==> config.mk <==
export PLATFORM = sky130hd
export DESIGN_NAME = axis_parity_demux
export DESIGN_NICKNAME = d
export VERILOG_FILES = /design/src/rtl/axis_parity_pkg.sv /design/src/rtl/axis_sync_fifo.sv /design/src/rtl/axis_parity_demux.sv
export SDC_FILE = /design/constraint.sdc
export NUM_CORES = 1
export LEC_CHECK = 0
export BUFFER_PORTS_ARGS = -buffer_cell sky130_fd_sc_hd__buf_4
export CORE_UTILIZATION = 30
export DETAILED_ROUTE_END_ITERATION = 12
export PLACE_DENSITY = 0.44
export SLEW_MARGIN = 5
export SYNTH_ARGS = -nofsm -noshare
export SYNTH_HDL_FRONTEND = slang
export SYNTH_HIERARCHICAL = 1
export SYNTH_SLANG_ARGS = --single-unit
==> constraint.sdc <==
create_clock -name a_clk -period 5.1 [get_ports a_clk]
set_input_delay 0 -clock a_clk [delete_from_list [all_inputs] [get_ports a_clk]]
set_output_delay 0 -clock a_clk [all_outputs]
set_load 0.1 [all_outputs]
==> src/rtl/axis_parity_pkg.sv <==
// Shared types and helpers for the parity-routing AXI-Stream demultiplexer.
//   state_t     : top-level FSM states (RUN accepts beats, FLUSH closes sub-packets)
//   parity_of   : XOR-reduction of a beat, zero-extended to PARITY_MAX_W bits
//   PTR_W       : FIFO pointer width for the default depth (address bits + wrap bit)
package axis_parity_pkg;

    typedef enum logic [0:0] {
        RUN   = 1'b0,
        FLUSH = 1'b1
    } state_t;

    localparam int unsigned DEFAULT_FIFO_DEPTH = 16;
    localparam int unsigned PTR_W              = $clog2(DEFAULT_FIFO_DEPTH) + 1;

    // Widest data bus parity_of handles; zero-extension leaves the XOR unchanged.
    localparam int unsigned PARITY_MAX_W = 256;

    function automatic logic parity_of(input logic [PARITY_MAX_W-1:0] data);
        return ^data;
    endfunction

endpackage

==> src/rtl/axis_sync_fifo.sv <==
// Synchronous first-word-fall-through FIFO.
//   a_clk, axis_aresetn : clock, async active-low reset (empties the FIFO)
//   push, push_data     : write request; accepted when not full, or when full with a pop
//   full                : no free slot this cycle
//   pop                 : consume the head entry (ignored when empty)
//   pop_data            : head entry, forced to zero while empty
//   empty               : no entry visible
module axis_sync_fifo #(
    parameter int unsigned WIDTH = 9,
    parameter int unsigned DEPTH = 16
) (
    input  logic             a_clk,
    input  logic             axis_aresetn,
    input  logic             push,
    input  logic [WIDTH-1:0] push_data,
    output logic             full,
    input  logic             pop,
    output logic [WIDTH-1:0] pop_data,
    output logic             empty
);

    localparam int unsigned ADDR_W = $clog2(DEPTH);
    localparam int unsigned PW     = ADDR_W + 1;

    logic [PW-1:0]    wr_ptr;
    logic [PW-1:0]    rd_ptr;
    logic [WIDTH-1:0] mem [DEPTH];
    logic             do_push;
    logic             do_pop;

    // Extra wrap bit separates full from empty when the address bits match.
    assign empty    = (wr_ptr == rd_ptr);
    assign full     = (wr_ptr[ADDR_W] != rd_ptr[ADDR_W]) &&
                      (wr_ptr[ADDR_W-1:0] == rd_ptr[ADDR_W-1:0]);
    assign do_pop   = pop && !empty;
    // A pop in the same cycle frees the slot a push into a full FIFO needs.
    assign do_push  = push && (!full || do_pop);
    assign pop_data = empty ? '0 : mem[rd_ptr[ADDR_W-1:0]];

    // Pointer registers.
    always_ff @(posedge a_clk or negedge axis_aresetn) begin
        if (!axis_aresetn) begin
            wr_ptr <= '0;
            rd_ptr <= '0;
        end else begin
            if (do_push) wr_ptr <= wr_ptr + PW'(1);
            if (do_pop)  rd_ptr <= rd_ptr + PW'(1);
        end
    end

    // Storage; contents are don't-care until the pointers expose them.
    always_ff @(posedge a_clk) begin
        if (do_push) mem[wr_ptr[ADDR_W-1:0]] <= push_data;
    end

endmodule

==> src/rtl/axis_parity_demux.sv <==
// AXI-Stream demultiplexer routing each beat by the XOR-parity of its data.
// Each channel keeps one beat in a hold register so the last beat of a packet
// on that channel can be tagged with tlast once the input tlast is seen.
//   a_clk, axis_aresetn           : clock, async active-low reset
//   s_axis_t{data,valid,last,ready}: input stream
//   m_even_t{data,valid,last,ready}: even-parity output stream
//   m_odd_t{data,valid,last,ready} : odd-parity output stream
module axis_parity_demux
    import axis_parity_pkg::*;
#(
    parameter int unsigned DATA_W     = 8,
    parameter int unsigned FIFO_DEPTH = 16,
    parameter int unsigned ODD_IS_ONE = 1
) (
    input  logic              a_clk,
    input  logic              axis_aresetn,
    input  logic [DATA_W-1:0] s_axis_tdata,
    input  logic              s_axis_tvalid,
    input  logic              s_axis_tlast,
    output logic              s_axis_tready,
    output logic [DATA_W-1:0] m_even_tdata,
    output logic              m_even_tvalid,
    output logic              m_even_tlast,
    input  logic              m_even_tready,
    output logic [DATA_W-1:0] m_odd_tdata,
    output logic              m_odd_tvalid,
    output logic              m_odd_tlast,
    input  logic              m_odd_tready
);

    localparam int unsigned ENTRY_W = DATA_W + 1;

    state_t              state;
    state_t              state_d;
    logic                live;
    logic                beat_odd;
    logic                accept_c;

    logic                even_hold_v;
    logic [DATA_W-1:0]   even_hold_d;
    logic                odd_hold_v;
    logic [DATA_W-1:0]   odd_hold_d;

    logic                even_push;
    logic                odd_push;
    logic [ENTRY_W-1:0]  even_wdata;
    logic [ENTRY_W-1:0]  odd_wdata;
    logic                even_full;
    logic                odd_full;
    logic                even_empty;
    logic                odd_empty;
    logic [ENTRY_W-1:0]  even_rdata;
    logic [ENTRY_W-1:0]  odd_rdata;

    assign beat_odd = (parity_of(PARITY_MAX_W'(s_axis_tdata)) == 1'(ODD_IS_ONE));

    // Keeps tready low during reset and for the first cycle after release.
    always_ff @(posedge a_clk or negedge axis_aresetn) begin
        if (!axis_aresetn) live <= 1'b0;
        else               live <= 1'b1;
    end

    // State register.
    always_ff @(posedge a_clk or negedge axis_aresetn) begin
        if (!axis_aresetn) state <= RUN;
        else               state <= state_d;
    end

    // Next state, input ready and FIFO write requests.
    always_comb begin
        state_d       = state;
        s_axis_tready = 1'b0;
        accept_c      = 1'b0;
        even_push     = 1'b0;
        odd_push      = 1'b0;
        even_wdata    = {1'b0, even_hold_d};
        odd_wdata     = {1'b0, odd_hold_d};
        case (state)
            RUN: begin
                s_axis_tready = live && !even_full && !odd_full;
                accept_c      = s_axis_tvalid && s_axis_tready;
                // A new beat retires the previous same-channel beat as a non-last entry.
                if (accept_c) begin
                    if (beat_odd) odd_push  = odd_hold_v;
                    else          even_push = even_hold_v;
                    if (s_axis_tlast) state_d = FLUSH;
                end
            end
            FLUSH: begin
                even_push  = even_hold_v && !even_full;
                odd_push   = odd_hold_v && !odd_full;
                even_wdata = {1'b1, even_hold_d};
                odd_wdata  = {1'b1, odd_hold_d};
                if ((!even_hold_v || even_push) && (!odd_hold_v || odd_push)) state_d = RUN;
            end
            default: state_d = RUN;
        endcase
    end

    // Hold registers: loaded by accepted beats, cleared when flushed with tlast.
    always_ff @(posedge a_clk or negedge axis_aresetn) begin
        if (!axis_aresetn) begin
            even_hold_v <= 1'b0;
            even_hold_d <= '0;
            odd_hold_v  <= 1'b0;
            odd_hold_d  <= '0;
        end else if (accept_c) begin
            if (beat_odd) begin
                odd_hold_v <= 1'b1;
                odd_hold_d <= s_axis_tdata;
            end else begin
                even_hold_v <= 1'b1;
                even_hold_d <= s_axis_tdata;
            end
        end else if (state == FLUSH) begin
            if (even_push) even_hold_v <= 1'b0;
            if (odd_push)  odd_hold_v  <= 1'b0;
        end
    end

    axis_sync_fifo #(
        .WIDTH (ENTRY_W),
        .DEPTH (FIFO_DEPTH)
    ) u_even_fifo (
        .a_clk        (a_clk),
        .axis_aresetn (axis_aresetn),
        .push         (even_push),
        .push_data    (even_wdata),
        .full         (even_full),
        .pop          (m_even_tready),
        .pop_data     (even_rdata),
        .empty        (even_empty)
    );

    axis_sync_fifo #(
        .WIDTH (ENTRY_W),
        .DEPTH (FIFO_DEPTH)
    ) u_odd_fifo (
        .a_clk        (a_clk),
        .axis_aresetn (axis_aresetn),
        .push         (odd_push),
        .push_data    (odd_wdata),
        .full         (odd_full),
        .pop          (m_odd_tready),
        .pop_data     (odd_rdata),
        .empty        (odd_empty)
    );

    assign m_even_tvalid                = !even_empty;
    assign {m_even_tlast, m_even_tdata} = even_rdata;
    assign m_odd_tvalid                 = !odd_empty;
    assign {m_odd_tlast, m_odd_tdata}   = odd_rdata;

endmodule

==> metrics.txt, run 1 <==
CP max FO=10; fmax=287 MHz; vias in the first global route=6654; first-pass iteration count of the detailed router=4; area leader, netlist=edfxtp_1; Final WS setup=1.61 ns; Register Area=0.00965 mm²; max-cap viol count=0; worst-margin pin slew=1.01 ns; slowest CP cell=nor2b_1; Chip Height=214 µm; CTS tree=built; R2R Setup Slk=1.61 ns; GRT Overall Usage=14.0%; worst path buffer plus inverter count=0; Post-synth ARST share=12.2%; largest net degree at the start of global routing=41; internal power=6.22 mW; layout cells sized above 1=21.9%; top cell type's share of synthesized area=64.2%; synth warn=6; placed cell count=1253; Clock Latency Late Sink=0.55 ns; Slew headroom=32.2%; post-CTS sizing=0; Worst EP required=5.25 ns; Iter 0 DRT Violations=397; Post-Synthesis Net Count=675; postcts setup bufs=0; drt wl/cell=23.0 µm; Flop pwr share=38.9%; Reg-to-Reg End=u_odd_fifo/mem[7][0]; reg-to-reg startpoint=u_even_fifo/wr_ptr[2]; arrival time at the worst endpoint=3.64 ns; switching share of total power=40.2%; core area=0.0442 mm²; period utilisation layout=68.4%; Crit Path Class=reg2reg; area grow syn2layout=15.9%; Final Hold Viols=0; Reg2Reg Depth=9; via count=6388; post-route minimum period=3.49 ns; Synth Flop Type=edfxtp_1; Worst setup EP type=flop; top cells by area, synth=edfxtp_1, mux4_1, dfrtp_1; I/O Buffers=34; VDD IR-drop max=0.000767 V; Root Driver=clkbuf_16; Num CTS Buffers=38; Final Max Slew Viols=0; clock-pin slew on the worst setup and hold paths=0.06 ns; row count=77; ANT nets after route=0; Mapped Cells=651; initial core utilization=30.5%; vias per cell=4.78; status=completed; hpwl dp=19100 µm; post-synthesis sequential area ratio=71.6%; die width=214 µm; Setup WS pre-CTS=1.61 ns; Power Density=666 mW/mm²; Leak=5.30 nW; Critical Path End=u_odd_fifo/mem[7][0]; number of synthesized flops with an enable pin=288; placer congestion estimate=0.707; Final Non-Filler Cells=1336; Hold/Removal Path Class=in2async; CTS Buffer Depth=3; clock skew=0.0215 ns; RSZ-0062 raised after global routing=no; CP Launch Type=flop; Sink Count=328; area of the multi-input gates=0.00351 mm²; DR DRC count=0; total negative setup slack=0 ns; Mapped Area=0.0135 mm²; Psw=4.17 mW; Filler cells=4094; count leader, synth=edfxtp_1; worst-path cell chain=xnor2_4 > nand4_4 > nor2_1 > nor4b_4 > nand2_1 > nor2_4 > o21a_1 > o311ai_4 > nor2b_1; Layout Utilization=35.3%; final WL=30800 µm; Mapped Avg Cell Area=20.7 µm²; Combinational Power Share=36.2%; setup violators final=0; CP top delay family=simple AND/OR/NAND/NOR gates; Yosys cell types=40; io pins=35; Antenna Cells=0; crit-path max cell delay=0.75 ns; critical path launch point=u_even_fifo/wr_ptr[2]; grt total ovfl=0; die area=0.0457 mm²; Final Net Count=738; Post-synth top cells=edfxtp_1, mux4_1, dfrtp_1, a22oi_1, mux4_2; H-tree depth=2; first-pass GRT wire length=45500 µm; initial antenna violation count=0; stages on the worst setup path=9; power share of the clock group=24.9%; flops & latches, synth=328
## worst min path at each step
stage / cells past startpoint / end / startpoint / slack, ns
3_3_place_gp: 1 / live / axis_aresetn / 0.02
6_report: 2 / odd_hold_d[7] / axis_aresetn / 0.03
3_5_place_dp: 1 / live / axis_aresetn / 0.03
5_1_grt: 2 / odd_hold_d[6] / axis_aresetn / 0.06
4_1_cts: 2 / even_hold_d[1] / axis_aresetn / 0.04
2_1_floorplan: 0 / even_hold_d[0] / axis_aresetn / -0.30
## timing repair
| item | 4_1_cts | 5_1_grt |
|---|---|---|
| endpoints found under the hold margin | 75 | 0 |
| setup endpoints to repair | 0 | 0 |
| hold buffers | 13 | 0 |
## flip-flops by register name (all words and copies together), names as in the netlist, 5 cells and up
register,flops
even_hold_d,8
odd_hold_d,8
u_even_fifo/mem,144
u_even_fifo/rd_ptr,5
u_even_fifo/wr_ptr,5
u_odd_fifo/mem,144
u_odd_fifo/rd_ptr,5
u_odd_fifo/wr_ptr,5
## worst reg2reg max path, delay by kind of cell (launching register included)
| kind | cells | cell delay (ns) |
|---|---|---|
| and+or+nand+nor | 6 | 1.91 |
| DFF | 1 | 0.54 |
| AOI/OAI and AO/OA | 2 | 0.46 |
| xor gates and xnor gates | 1 | 0.21 |
## routing by layer
layer / wire length [µm] / share of wire, % / GRT usage [%]
met5: 0 / 0 / 0
met4: 701 / 2.3 / 4.33
met3: 1170 / 3.8 / 2.93
met2: 15000 / 49 / 22.9
met1: 13900 / 45 / 18.5
## cell families (layout without fill, tap and decap cells)
logic type,after synthesis,in the layout,share of synthesized area (%)
compound gates,68,68,3.82
xor+xnor,34,34,2.99
fa+ha+maj,10,10,0.929
buf+inv,44,137,2.38
flops,328,328,71.6
mux,90,90,14.7
other cells,1,1,0.0278
simple gates,76,76,3.50
## power by group through the flow
stage	sequential, mW	clock (mW)	combinational (mW)
finish	4.04	2.59	3.76
global route	4.12	2.78	3.95
CTS	4.07	2.67	3.81
detailed placement	4.13	0	3.79
global placement	4.09	0	3.79
floorplan	3.77	0	3.12
## layout make-up
class	instances	area share, %
clock buffers	53	6.91
clock inverters	17	0.818
inverters	10	0.241
multi-input cells	279	22.5
flip-flops and latches	328	61.9
well taps	592	4.75
repair buffers	57	2.95
## cell usage in the layout, fill, tap and decap left out, types with 14 or more instances in the layout
cell type,n
edfxtp_1,288
buf_4,44
mux4_1,42
clkbuf_16,39
dfrtp_1,38
a22oi_1,36
mux4_2,30
and3_1,24
a21oi_1,18
xnor2_1,17
mux2_2,16
nor2_1,14
## through the flow
stage          power, mW  cell area, µm²  hold slack (ns)
4_1_cts             10.6           15600           0.0372
3_3_place_gp        7.88           14300           0.0196
5_1_grt             10.8           15600           0.0571
3_5_place_dp        7.92           14300           0.0322
6_report            10.4           15600           0.0276
2_1_floorplan       6.89           13500           -0.296
Note: power is estimated with default switching activity, not from simulation.
==> run 2, diff against run 1 <==
--- a/config.mk
+++ b/config.mk
@@ -5,10 +5,11 @@
 export SDC_FILE = /design/constraint.sdc
 export NUM_CORES = 1
 export LEC_CHECK = 0
+export ABC_AREA = 1
 export BUFFER_PORTS_ARGS = -buffer_cell sky130_fd_sc_hd__buf_4
 export CORE_UTILIZATION = 30
 export DETAILED_ROUTE_END_ITERATION = 12
-export PLACE_DENSITY = 0.44
+export PLACE_DENSITY = 0.46
 export SLEW_MARGIN = 5
 export SYNTH_ARGS = -nofsm -noshare
 export SYNTH_HDL_FRONTEND = slang
==> constraint.sdc (replaced) <==
create_clock -name a_clk -period 3.08 [get_ports a_clk]
set_input_delay 0 -clock a_clk [delete_from_list [all_inputs] [get_ports a_clk]]
set_output_delay 0 -clock a_clk [all_outputs]
set_load 0.1 [all_outputs]
==> run 2 against run 1 <==
Effect of this change: count of clock-buffer cells in the layout shrank 7; power increased by 69%; non-clock buffer count up 39; worst hold slack improved by 0.0028 ns; flip-flop and latch count stayed put; die area increased by 12%; area after synthesis increased by 12%; core utilization rose by 0.085 points; register-to-register slack worse by 1.4 ns; critical path depth grew 5; combinational power rose by 100%; worst setup slack got worse by 1.4 ns; critical path type unchanged; highest routed layer unchanged.
==> metrics.txt, run 2 <==
met1 wire length=19000 µm (was 13900 µm); ANT nets after route=0 (unchanged); Final Non-Filler Cells=2351 (was 1336); hpwl dp=25100 µm (was 19100 µm); placed cell count=2275 (was 1253); area leader, netlist=edfxtp_1 (unchanged); Chip Height=226 µm (was 214 µm); slowest CP cell=dfrtp_1 (was nor2b_1); drt wl/cell=17.1 µm (was 23.0 µm); layout cells sized above 1=10.7% (was 21.9%); Root Driver=clkbuf_16 (unchanged); CP Launch Type=flop (unchanged); Synth Flop Type=edfxtp_1 (unchanged); Reg2Reg Depth=14 (was 9); worst-margin pin slew=1.01 ns (about the same); clock-pin slew on the worst setup and hold paths=0.06 ns (about the same); CP top delay family=simple AND/OR/NAND/NOR gates (unchanged); wire length on met2=18500 µm (was 15000 µm); initial core utilization=30.6% (was 30.5%); Leak=7.74 nW (was 5.30 nW); Final Net Count=1684 (was 738); fmax=350 MHz (was 287 MHz); post-route minimum period=2.86 ns (was 3.49 ns); die area=0.0511 mm² (was 0.0457 mm²); Hold/Removal Path Class=in2async (unchanged); Post-Synthesis Net Count=1611 (was 675); Power Density=1010 mW/mm² (was 666 mW/mm²); Crit Path Class=reg2reg (unchanged); Iter 0 DRT Violations=889 (was 397); status=completed (unchanged); total negative setup slack=0 ns (unchanged); CP max FO=21 (was 10); worst-path cell chain=inv_4 > nand2_1 > nand2_1 > nor2_2 > nand2_1 > nor2_1 > inv_2 > nand3_2 > nor3b_2 > nand3_4 > a21oi_2 > nand2_4 > nor2_1 > buf_4 (was xnor2_4 > nand4_4 > nor2_1 > nor4b_4 > nand2_1 > nor2_4 > o21a_1 > o311ai_4 > nor2b_1); CTS tree=built (unchanged); grt total ovfl=0 (unchanged); row count=81 (was 77); count leader, synth=nand2_1 (was edfxtp_1); H-tree depth=2 (unchanged); die width=226 µm (was 214 µm); VDD IR-drop max=0.000986 V (was 0.000767 V); flops & latches, synth=328 (unchanged); worst path buffer plus inverter count=3 (was 0); first-pass iteration count of the detailed router=5 (was 4); Final Max Slew Viols=0 (unchanged); most frequent cells in the layout=nand2_1, edfxtp_1, inv_1, nand3_1, buf_4 (was edfxtp_1, buf_4, mux4_1, clkbuf_16, dfrtp_1); Slew headroom=32.5% (was 32.2%); I/O Buffers=34 (unchanged); largest net degree at the start of global routing=75 (was 41); max-cap viol count=0 (unchanged); setup violators final=0 (unchanged); io pins=35 (unchanged); R2R Setup Slk=0.22 ns (was 1.61 ns); initial antenna violation count=0 (unchanged); top cells by area, synth=edfxtp_1, nand2_1, dfrtp_1 (was edfxtp_1, mux4_1, dfrtp_1); Post-synth ARST share=12.2% (unchanged); vias in the first global route=10.4k (was 6654); DR top layer=met4 (unchanged); vias per cell=4.46 (was 4.78); Mapped Area=0.0151 mm² (was 0.0135 mm²); post-synthesis sequential area ratio=64.1% (was 71.6%); Yosys cell types=30 (was 40); placer congestion estimate=0.802 (was 0.707); Reg-to-Reg End=u_odd_fifo/mem[14][8] (was u_odd_fifo/mem[7][0]); Worst EP required=3.30 ns (was 5.25 ns); crit-path most repeated cell=nand2_1; Post-synth top cells=nand2_1, edfxtp_1, inv_1, nand3_1, nor2_1 (was edfxtp_1, mux4_1, dfrtp_1, a22oi_1, mux4_2); top cell type's share of synthesized area=57.4% (was 64.2%); postcts setup bufs=0 (unchanged); Antenna Cells=0 (unchanged); GRT Overall Usage=16.1% (was 14.0%); CTS Buffer Depth=3 (unchanged); synth warn=6 (unchanged); DR DRC count=0 (unchanged); Worst setup EP type=flop (unchanged); final WL=40100 µm (was 30800 µm); Sink Count=328 (unchanged); Num CTS Buffers=35 (was 38); period utilisation layout=92.8% (was 68.4%); Mapped Cells=1587 (was 651); RSZ-0062 raised after global routing=no (unchanged); arrival time at the worst endpoint=3.07 ns (was 3.64 ns); via count=10.5k (was 6388); reg-to-reg startpoint=u_odd_fifo/rd_ptr[2] (was u_even_fifo/wr_ptr[2]); crit-path max cell delay=0.45 ns (was 0.75 ns); first-pass GRT wire length=61300 µm (was 45500 µm); Mapped Avg Cell Area=9.49 µm² (was 20.7 µm²); Final Hold Viols=0 (unchanged); commonest non-fill, non-tap cell in the layout=nand2_1 (was edfxtp_1); area grow syn2layout=15.7% (was 15.9%); clock skew=0.0279 ns (was 0.0215 ns); core area=0.0493 mm² (was 0.0442 mm²); Clock Latency Late Sink=0.53 ns (was 0.55 ns); number of synthesized flops with an enable pin=288 (unchanged); metal3 WL=1770 µm (was 1170 µm)
[run 2: cell count changes after synthesis, moves of 24 or more]
cell	previous run	this run
mux4_1	42	0
mux4_2	30	0
inv_1	10	229
nand2_1	7	654
and3_1	24	0
nor2_1	14	45
a22oi_1	36	0
nand3_1	2	176
buf_2	12	36
[run 2: per-stage QoR]
stage	setup slack, ns	util (%)	hold WS (ns)	power [mW]	cell area (µm²)
after CTS	0.0678	35.4	0.0236	17.7	17400
after floorplan	0.348	-	-0.296	11.4	15100
final	0.223	35.4	0.0304	17.6	17400
after global routing	0.0398	35.4	0.0735	18.5	17400
after global placement	0.178	32.9	0.0296	13.7	16200
after detailed placement	0.115	32.9	0.0243	13.7	16200
[run 2: metal layers]
layer  vias to the layer above  track usage (%)
met2                       232             25.9
li1                       5169                -
met4                         0             4.66
met5                         -                0
met1                      5036             22.7
met3                        59             1.98
[run 2: repair_timing]
action | 4_1_cts | 5_1_grt
setup endpoints to repair | 0 | 288
hold buffers | 12 | 0
hold endpoints to repair | 76 | 0
resized for setup | 0 | 2
[run 2: area by class of cell]
type / count / area (µm²)
fill: 5066 / 31800
sequential: 328 / 9650
multi-input combinational: 956 / 4180
clock buffer: 46 / 948
inverter: 243 / 917
tap: 664 / 831
timing repair buffer: 96 / 751
clock inverter: 18 / 143
[run 2: cell families after synthesis]
logic type | synth area share, %
flip-flops | 64.1
other | 0.0249
adder cells (fa/ha/maj) | 0.831
XOR/XNOR | 0.814
AND/OR/NAND/NOR | 25.1
AO/OA/AOI/OAI | 0.947
buffers and inverters | 8.23
[run 2: how the worst max path moves through the flow]
stage,end,depth (start not counted),slack (ns),startpoint
6_report,u_odd_fifo/mem[14][8],14,0.22,u_odd_fifo/rd_ptr[2]
5_1_grt,u_odd_fifo/mem[7][3],14,0.04,u_odd_fifo/wr_ptr[0]
3_3_place_gp,u_odd_fifo/mem[10][5],14,0.18,u_odd_fifo/rd_ptr[2]
4_1_cts,u_odd_fifo/mem[14][3],14,0.07,u_odd_fifo/rd_ptr[2]
3_5_place_dp,u_odd_fifo/mem[14][8],14,0.12,u_odd_fifo/rd_ptr[2]
2_1_floorplan,u_even_fifo/mem[12][0],16,0.35,u_odd_fifo/rd_ptr[2]
[run 2: power by group]
group	total (mW)	switching (mW)	internal [mW]	leakage [nW]
clock network	4.02	1.74	2.28	0.522
logic	7.66	5.90	1.76	4.05
registers	5.89	0.544	5.34	3.17
==> run 3, diff against run 2 <==
--- a/config.mk
+++ b/config.mk
@@ -10,6 +10,7 @@
 export CORE_UTILIZATION = 30
 export DETAILED_ROUTE_END_ITERATION = 12
 export PLACE_DENSITY = 0.46
+export REMOVE_ABC_BUFFERS = 1
 export SLEW_MARGIN = 5
 export SYNTH_ARGS = -nofsm -noshare
 export SYNTH_HDL_FRONTEND = slang
==> run 3 against run 2 <==
Effect of this change: the flow now finishes with violations (negative hold slack); sequential share of layout area down 0.25 points; non-clock buffer count up 5; worst setup slack better by 0.017 ns; final area up 0.44%; maximum frequency up 0.59%; critical path depth up 1; register-to-register slack better by 0.02 ns; highest routed layer unchanged; sequential power about the same; clock power up 3%; power up 0.73%; largest power group unchanged.
==> metrics.txt, run 3 (synthesis results as in run 2) <==
Leak=7.79 nW (was 7.74 nW); drt wl/cell=16.7 µm (was 17.1 µm); Clock Latency Late Sink=0.53 ns (about the same); Root Driver=clkbuf_16 (unchanged); I/O Buffers=34 (unchanged); initial core utilization=30.6% (unchanged); R2R Setup Slk=0.24 ns (was 0.22 ns); DR DRC count=0 (unchanged); final WL=39400 µm (was 40100 µm); max-cap viol count=0 (unchanged); final hold slack=-0.00275 ns (was 0.0304 ns); worst-margin pin slew=1.01 ns (about the same); Iter 0 DRT Violations=651 (was 889); Antenna Cells=0 (unchanged); grt total ovfl=0 (unchanged); setup violators final=0 (unchanged); Reg-to-Reg End=u_odd_fifo/mem[7][1] (was u_odd_fifo/mem[14][8]); via count=10.4k (was 10.5k); CTS tree=built (unchanged); Power Density=1010 mW/mm² (about the same); Reg2Reg Depth=15 (was 14); period utilisation layout=92.2% (was 92.8%); most frequent cells in the layout=nand2_1, edfxtp_1, inv_1, nand3_1, buf_4 (unchanged); fmax=352 MHz (was 350 MHz); first-pass iteration count of the detailed router=5 (unchanged); slowest CP cell=dfrtp_1 (unchanged); worst-path cell chain=inv_4 > nand2_1 > nand2_1 > nor2_2 > nand2_1 > nor2_1 > inv_2 > nand3_2 > nor3b_4 > buf_4 > nand3_4 > a21oi_2 > nand2_4 > nor2_1 > buf_4 (was inv_4 > nand2_1 > nand2_1 > nor2_2 > nand2_1 > nor2_1 > inv_2 > nand3_2 > nor3b_2 > nand3_4 > a21oi_2 > nand2_4 > nor2_1 > buf_4); vias per cell=4.40 (was 4.46); largest net degree at the start of global routing=76 (was 75); die width=226 µm (unchanged); clock skew=0.0142 ns (was 0.0279 ns); initial antenna violation count=1 (was 0); hpwl dp=24700 µm (was 25100 µm); area grow syn2layout=16.2% (was 15.7%); layout cells sized above 1=11.1% (was 10.7%); H-tree depth=2 (unchanged); Num CTS Buffers=36 (was 35); Final Net Count=1690 (was 1684); placer congestion estimate=0.808 (was 0.802); first-pass GRT wire length=59900 µm (was 61300 µm); status=finished, violations left (was completed); Final Hold Viols=5 (was 0); vias in the first global route=10.2k (was 10.4k); crit-path most repeated cell=nand2_1 (unchanged); Worst setup EP type=flop (unchanged); ANT nets after route=0 (unchanged); VDD IR-drop max=0.00108 V (was 0.000986 V); reg-to-reg startpoint=u_odd_fifo/rd_ptr[2] (unchanged); total negative setup slack=0 ns (unchanged); Worst EP required=3.31 ns (was 3.30 ns); clock-pin slew on the worst setup and hold paths=0.07 ns (was 0.06 ns); io pins=35 (unchanged); Slew headroom=32.5% (about the same); Chip Height=226 µm (unchanged); Crit Path Class=reg2reg (unchanged); CP max FO=19 (was 21); GRT Overall Usage=15.8% (was 16.1%); post-route minimum period=2.84 ns (was 2.86 ns); CTS Buffer Depth=3 (unchanged); commonest non-fill, non-tap cell in the layout=nand2_1 (unchanged); row count=81 (unchanged); CP Launch Type=flop (unchanged); Hold/Removal Path Class=in2async (unchanged); Final Max Slew Viols=0 (unchanged); die area=0.0511 mm² (unchanged); core area=0.0493 mm² (unchanged); Sink Count=328 (unchanged); arrival time at the worst endpoint=3.07 ns (about the same); crit-path max cell delay=0.46 ns (was 0.45 ns); violated checks=negative hold slack
==> run 3: metrics by stage <==
stage / setup slack [ns] / total power, mW / cells / cell area (µm²) / util [%]
floorplan: -2.06 / 11.2 / 1527 / 14700 / -
global placement: 0.135 / 13.7 / 2279 / 16200 / 33.0
detailed placement: 0.126 / 13.7 / 2279 / 16200 / 33.0
CTS: 0.0783 / 17.9 / 2357 / 17500 / 35.5
global route: -0.000523 / 18.7 / 2358 / 17500 / 35.5
finish: 0.240 / 17.7 / 2358 / 17500 / 35.5
==> run 3: area by class of cell <==
type	instances	area, µm²
clock inverters	25	189
clock buffers	41	941
fillers	5089	31800
multi-input cells	956	4180
well taps	664	831
repair buffers	101	788
flip-flops and latches	328	9650
inverters	243	917
==> run 3: worst max-delay path by stage <==
stage	startpoint	to	slack [ns]	depth (start not counted)
5_1_grt	u_odd_fifo/rd_ptr[2]	u_odd_fifo/mem[13][1]	-0.0005	15
6_report	u_odd_fifo/rd_ptr[2]	u_odd_fifo/mem[7][1]	0.24	15
3_3_place_gp	u_odd_fifo/rd_ptr[2]	u_odd_fifo/mem[3][3]	0.14	14
2_1_floorplan	u_odd_fifo/rd_ptr[0]	u_even_fifo/mem[12][0]	-2.06	13
4_1_cts	u_odd_fifo/rd_ptr[2]	u_odd_fifo/mem[7][1]	0.08	14
3_5_place_dp	u_odd_fifo/rd_ptr[2]	u_odd_fifo/mem[7][1]	0.13	14
==> run 3: layer usage <==
layer | wire (µm) | vias to the layer above | GRT usage (%)
li1 | - | 5176 | -
met1 | 18600 | 4941 | 22.3
met2 | 18100 | 196 | 25.1
met3 | 1780 | 56 | 2.20
met4 | 823 | 0 | 4.45
met5 | 0 | - | 0
==> run 3: report_power, final <==
part | switching, mW | internal [mW]
sequential | 0.534 | 5.34
clock | 1.76 | 2.38
combinational | 5.91 | 1.77
==> run 3: what timing repair did <==
| item | in CTS | in global routing |
|---|---|---|
| gates resized for setup | 0 | 2 |
| buffers inserted | 0 | 1 |
| hold endpoints to repair | 77 | 0 |
| endpoints found under the setup margin | 0 | 252 |
| hold buffers | 12 | 0 |
==> run 3: critical path: cells and delay by family, from the launching register on <==
kind | cells | cell delay [ns]
AOI/OAI and AO/OA | 1 | 0.22
buffers and inverters | 4 | 0.61
DFF | 1 | 0.46
and+or+nand+nor | 10 | 1.24
